--- config.mk ---
export PLATFORM = sky130hd
export DESIGN_NAME = row_extent_tracker
export DESIGN_NICKNAME = d
export VERILOG_FILES = /design/src/rtl/row_extent_tracker.sv
export SDC_FILE = /design/constraint.sdc
export NUM_CORES = 1
export LEC_CHECK = 0
export BUFFER_PORTS_ARGS = -buffer_cell sky130_fd_sc_hd__buf_2
export CORE_AREA = 2 2 53 55
export CTS_CLUSTER_DIAMETER = 100
export CTS_CLUSTER_SIZE = 25
export DETAILED_ROUTE_END_ITERATION = 7
export DIE_AREA = 0 0 55 57
export PLACE_DENSITY = 0.67
export SLEW_MARGIN = 5
export SYNTH_ARGS = -nofsm -noshare
export SYNTH_HDL_FRONTEND = slang
export SYNTH_SLANG_ARGS = --single-unit
--- constraint.sdc ---
create_clock -name GlobalClock -period 2.1 [get_ports GlobalClock]
set_input_delay 0.315 -clock GlobalClock [delete_from_list [all_inputs] [get_ports GlobalClock]]
set_output_delay 0.315 -clock GlobalClock [all_outputs]
set_load 0.05 [all_outputs]
--- src/rtl/row_extent_tracker.sv ---
// Row extent tracker: finds the first and last inked rows of a frame from the
// per-row "any pixel set" bit and holds {Top, Bottom, Empty} behind a
// valid/ready handshake.
// Optional feature: define ROW_EXTENT_INK_COUNT_EN to add the InkRows output.
module row_extent_tracker #(
    parameter int unsigned ROWS  = 28,
    parameter int unsigned IDX_W = 5
) (
    input  logic             GlobalClock,
    input  logic             Reset_n,
    input  logic             FrameStart,
    input  logic             RowValid,
    input  logic             RowAny,
    output logic             RowReady,
    output logic             ResultValid,
    input  logic             ResultReady,
    output logic [IDX_W-1:0] Top,
    output logic [IDX_W-1:0] Bottom,
    output logic             Empty
`ifdef ROW_EXTENT_INK_COUNT_EN
    ,
    output logic [IDX_W:0]   InkRows
`endif
);

    localparam int unsigned      CNT_W    = IDX_W + 1;
    localparam logic [IDX_W-1:0] LAST_IDX = IDX_W'(ROWS - 1);

    typedef enum logic [1:0] {
        ST_IDLE = 2'd0,
        ST_SCAN = 2'd1,
        ST_HOLD = 2'd2
    } state_e;

    state_e           state_q, state_d;
    logic [IDX_W-1:0] idx_q, idx_d;
    logic [IDX_W-1:0] top_q, top_d;
    logic [IDX_W-1:0] bot_q, bot_d;
    logic             seen_q, seen_d;
    logic             empty_q, empty_d;
    logic             row_ready_q, row_ready_d;
    logic             res_valid_q, res_valid_d;
`ifdef ROW_EXTENT_INK_COUNT_EN
    logic [CNT_W-1:0] cnt_q, cnt_d;
`endif

    logic row_accept;
    logic seen_nxt;

    // A row is taken only while the block advertises readiness.
    assign row_accept = RowValid && row_ready_q;

    // State and result registers; reset discards any frame in progress.
    always_ff @(posedge GlobalClock or negedge Reset_n) begin
        if (!Reset_n) begin
            state_q     <= ST_IDLE;
            idx_q       <= '0;
            top_q       <= '0;
            bot_q       <= '0;
            seen_q      <= 1'b0;
            empty_q     <= 1'b1;
            row_ready_q <= 1'b1;
            res_valid_q <= 1'b0;
`ifdef ROW_EXTENT_INK_COUNT_EN
            cnt_q       <= '0;
`endif
        end else begin
            state_q     <= state_d;
            idx_q       <= idx_d;
            top_q       <= top_d;
            bot_q       <= bot_d;
            seen_q      <= seen_d;
            empty_q     <= empty_d;
            row_ready_q <= row_ready_d;
            res_valid_q <= res_valid_d;
`ifdef ROW_EXTENT_INK_COUNT_EN
            cnt_q       <= cnt_d;
`endif
        end
    end

    // Next-state: frame start (also an abort in SCAN), row scan, result hold.
    always_comb begin
        state_d     = state_q;
        idx_d       = idx_q;
        top_d       = top_q;
        bot_d       = bot_q;
        seen_d      = seen_q;
        empty_d     = empty_q;
        row_ready_d = row_ready_q;
        res_valid_d = res_valid_q;
        seen_nxt    = seen_q;
`ifdef ROW_EXTENT_INK_COUNT_EN
        cnt_d       = cnt_q;
`endif

        case (state_q)
            ST_IDLE, ST_SCAN: begin
                if (row_accept) begin
                    if (FrameStart) begin
                        // Row 0 of a new frame; any partial frame is dropped.
                        state_d = ST_SCAN;
                        idx_d   = IDX_W'(1);
                        seen_d  = RowAny;
                        if (RowAny) begin
                            top_d = '0;
                            bot_d = '0;
                        end
`ifdef ROW_EXTENT_INK_COUNT_EN
                        cnt_d = CNT_W'(RowAny);
`endif
                    end else if (state_q == ST_SCAN) begin
                        seen_nxt = seen_q | RowAny;
                        seen_d   = seen_nxt;
                        if (RowAny) begin
                            if (!seen_q) begin
                                top_d = idx_q;
                            end
                            bot_d = idx_q;
`ifdef ROW_EXTENT_INK_COUNT_EN
                            cnt_d = cnt_q + CNT_W'(1);
`endif
                        end
                        if (idx_q == LAST_IDX) begin
                            // Last row taken: publish the result next cycle.
                            state_d     = ST_HOLD;
                            row_ready_d = 1'b0;
                            res_valid_d = 1'b1;
                            empty_d     = ~seen_nxt;
                            if (!seen_nxt) begin
                                top_d = '0;
                                bot_d = '0;
                            end
                        end else begin
                            idx_d = idx_q + IDX_W'(1);
                        end
                    end
                end
            end
            ST_HOLD: begin
                if (ResultReady) begin
                    state_d     = ST_IDLE;
                    res_valid_d = 1'b0;
                    row_ready_d = 1'b1;
                    idx_d       = '0;
                end
            end
            default: begin
                state_d = ST_IDLE;
            end
        endcase
    end

    assign RowReady    = row_ready_q;
    assign ResultValid = res_valid_q;
    assign Top         = top_q;
    assign Bottom      = bot_q;
    assign Empty       = empty_q;
`ifdef ROW_EXTENT_INK_COUNT_EN
    assign InkRows     = cnt_q;
`endif

endmodule

==> impl_metrics.env <==
export IMPL_setup_viol=0
export IMPL_cts_root_buf="clkbuf_4"
export IMPL_cap_violations=0
export IMPL_ios=19
export IMPL_clk_pin_slew_worst_paths_ps=120
export IMPL_cpMaxStageDelayCell="dfrtp_1"
export IMPL_status="completed"
export IMPL_rrSetupSlack_ps=360
export IMPL_die_h_um=57
export IMPL_rows=19
export IMPL_die_w_um=55
export IMPL_finalNonFillerCells=157
export IMPL_timing_rr_start="idx_q[0]"
export IMPL_powerDensity_nw_per_um2=516.2
export IMPL_syn_num_nets=113
export IMPL_dp_slack_ps=397.1
export IMPL_cp_arrival_ps=1990
export IMPL_rsz0062_at_grt="no"
export IMPL_crit_type="register to register"
export IMPL_cp_end_kind="register"
export IMPL_antenna_cells=0
export IMPL_min_period_ps=1741
export IMPL_timing_fmax_mhz=574.5
export IMPL_dp_cells=152
export IMPL_start_util=0.4153
export IMPL_slowest_delay_ps=440
export IMPL_drc_errors=0
export IMPL_total_power_uw=636.2
export IMPL_wl_per_cell_um=13.92
export IMPL_finalWorstSetupSlack_ps=359.3
export IMPL_crit_cells=5
export IMPL_reg2reg_to="Empty"
export IMPL_clk_path_buf_depth=2
export IMPL_grt_overflow_total=0
export IMPL_gr_usage_all_layers=0.1583
export IMPL_path_buf_inv=0
export IMPL_start_kind="register"
export IMPL_reg2regPathDepth=5
export IMPL_ys_seq_area_frac=0.4862
export IMPL_vias=883
export IMPL_yosysWarnings=0
export IMPL_wl_mm=2.186
export IMPL_ys_ff_latch=21
export IMPL_drive_gt1_frac=0.3333
export IMPL_post_cts_resized=0
export IMPL_fill_cells=256
export IMPL_hold_viol=0
export IMPL_worstPathMaxFanout=5
export IMPL_grt_max_degree=22
export IMPL_syn_area_um2=1086
export IMPL_cts_setup_buffers=0
export IMPL_firstDrtPassIters=5
export IMPL_core_area_um2=2615
export IMPL_io_buffers=18
export IMPL_critical_path_required_ps=2350
export IMPL_drtAntennaViolNets=0
export IMPL_grt_pass1_vias=844
export IMPL_holdPathStages=2
export IMPL_htreeDepth=1
export IMPL_cts_sinks=21
export IMPL_die_area_um2=3135
export IMPL_crit_chain="ha_1 > nand4b_1 > nor4b_2 > nand2_1 > mux2_2"
export IMPL_slew_viol_final=0
export IMPL_area_growth_pct=13.48
export IMPL_numCtsBuffers=3
export IMPL_synth_cells=106
export IMPL_antenna_found_initial=0
export IMPL_final_core_util=0.4713
export IMPL_grt_pass1_wl_mm=3.636
export IMPL_ir_drop_uv=350.7
export IMPL_fin_worst_skew_ps=8.057
export IMPL_syn_avg_cell_area_um2=10.25
export IMPL_gp_congestion=0.8072
export IMPL_clk_latency_ps=310
export IMPL_min_from="RowValid"
export IMPL_min_to="RowReady"
export IMPL_cts_tree="yes"
export IMPL_nets=134
export IMPL_min_path_type="input pin to register"
export IMPL_initialDrtViolationCount=21
export IMPL_tns_ps=0
export IMPL_relSlewSlack=0.6536
export IMPL_hpwl_mm=1.691
export IMPL_power_leakage_nw=0.6174
export IMPL_viasPerCell=5.624
export IMPL_fin_crit_sh=0.8289
export IMPL_yosys_cell_types_count=34
export IMPL_cp_top_family="simple AND/OR/NAND/NOR gates"
export IMPL_hold_buffers=1
export IMPL_worstMarginPinSlew_ps=517.9
[final cells by class]
type	instances	area (um2)	share of cell area
flip-flops and latches	21	528.0	0.4284
multi-input cells	74	504.2	0.4091
repair buffers	20	107.6	0.08731
clock inverters	1	5.005	0.004061
inverters	7	26.28	0.02132
clock buffers	3	22.52	0.01827
well taps	31	38.79	0.03147
[per-stage QoR]
stage / cell area, um2 / hold slack [ps]
after global routing: 1232 / 232.5
final: 1232 / 229.9
after detailed placement: 1195 / 303.3
after global placement: 1195 / 293.1
after floorplan: 1086 / 19.41
after CTS: 1232 / 216.0
[per-layer routing]
metal  track usage  up-vias  wire [um]
met1        0.1966      425        928
li1              -      425          -
met5             0        -          0
met2        0.2687       28       1132
met3       0.02356        5         85
met4       0.06272        0         40
[cell families (layout without fill, tap and decap cells)]
group / count (synthesis) / count (layout) / share of synthesized area
and+or+nand+nor: 37 / 37 / 0.1993
muxes: 1 / 1 / 0.01037
DFF: 21 / 21 / 0.4862
buffers and inverters: 11 / 31 / 0.04953
adders and majority gates: 1 / 1 / 0.01152
AOI/OAI and AO/OA: 35 / 35 / 0.2431
[flip-flops by register name, indices dropped and copies added, names as in the netlist]
name	flops
Bottom	5
Empty	1
ResultValid	1
RowReady	1
Top	5
idx_q	5
seen_q	1
state_q	2
[report_power, final]
group | switching (mW) | internal (mW) | leakage (nW)
registers | 0 | 0.404 | 0.260
logic | 0.0256 | 0.0114 | 0.340
clock network | 0.124 | 0.0712 | 0.0177
total | 0.149 | 0.487 | 0.617
[worst max-delay path by stage]
stage / slack (ps) / to / from
2_1_floorplan: 330 / Bottom[0] / RowReady
3_3_place_gp: 470 / Empty / idx_q[0]
3_5_place_dp: 400 / Bottom[3] / FrameStart
4_1_cts: 370 / Empty / idx_q[0]
5_1_grt: 250 / Empty / idx_q[0]
6_report: 360 / Empty / idx_q[0]
[cell usage in the layout (no fill, tap or decap), drive strengths merged]
cell type | netlist | layout
a21boi | 1 | 1
a21o | 2 | 2
a21oi | 9 | 9
a31oi | 2 | 2
a32o | 1 | 1
and2b | 1 | 1
and4b | 1 | 1
buf | 2 | 19
clkbuf | 2 | 3
clkinv | 0 | 1
dfrtp | 19 | 19
dfstp | 2 | 2
dlygate4sd3 | 0 | 1
ha | 1 | 1
inv | 7 | 7
mux2 | 1 | 1
nand2 | 5 | 5
nand2b | 2 | 2
nand3 | 6 | 6
nand3b | 1 | 1
nand4b | 3 | 3
nor2 | 14 | 14
nor2b | 1 | 1
nor3 | 1 | 1
nor4b | 2 | 2
o211ai | 2 | 2
o21ai | 5 | 5
o22a | 10 | 10
o22ai | 2 | 2
o31a | 1 | 1
[cell usage after synthesis (all sizes together)]
| cell type | n | area share |
|---|---|---|
| a21boi | 1 | 0.0069 |
| a21o | 2 | 0.015 |
| a21oi | 9 | 0.041 |
| a31oi | 2 | 0.017 |
| a32o | 1 | 0.0092 |
| and2b | 1 | 0.0081 |
| and4b | 1 | 0.0092 |
| buf | 2 | 0.0081 |
| clkbuf | 2 | 0.017 |
| dfrtp | 19 | 0.44 |
| dfstp | 2 | 0.048 |
| ha | 1 | 0.012 |
| inv | 7 | 0.024 |
| mux2 | 1 | 0.010 |
| nand2 | 5 | 0.017 |
| nand2b | 2 | 0.012 |
| nand3 | 6 | 0.028 |
| nand3b | 1 | 0.0069 |
| nand4b | 3 | 0.024 |
| nor2 | 14 | 0.048 |
| nor2b | 1 | 0.0058 |
| nor3 | 1 | 0.0046 |
| nor4b | 2 | 0.036 |
| o211ai | 2 | 0.018 |
| o21ai | 5 | 0.023 |
| o22a | 10 | 0.092 |
| o22ai | 2 | 0.012 |
| o31a | 1 | 0.0081 |
Note: power is estimated with default switching activity, not from simulation.
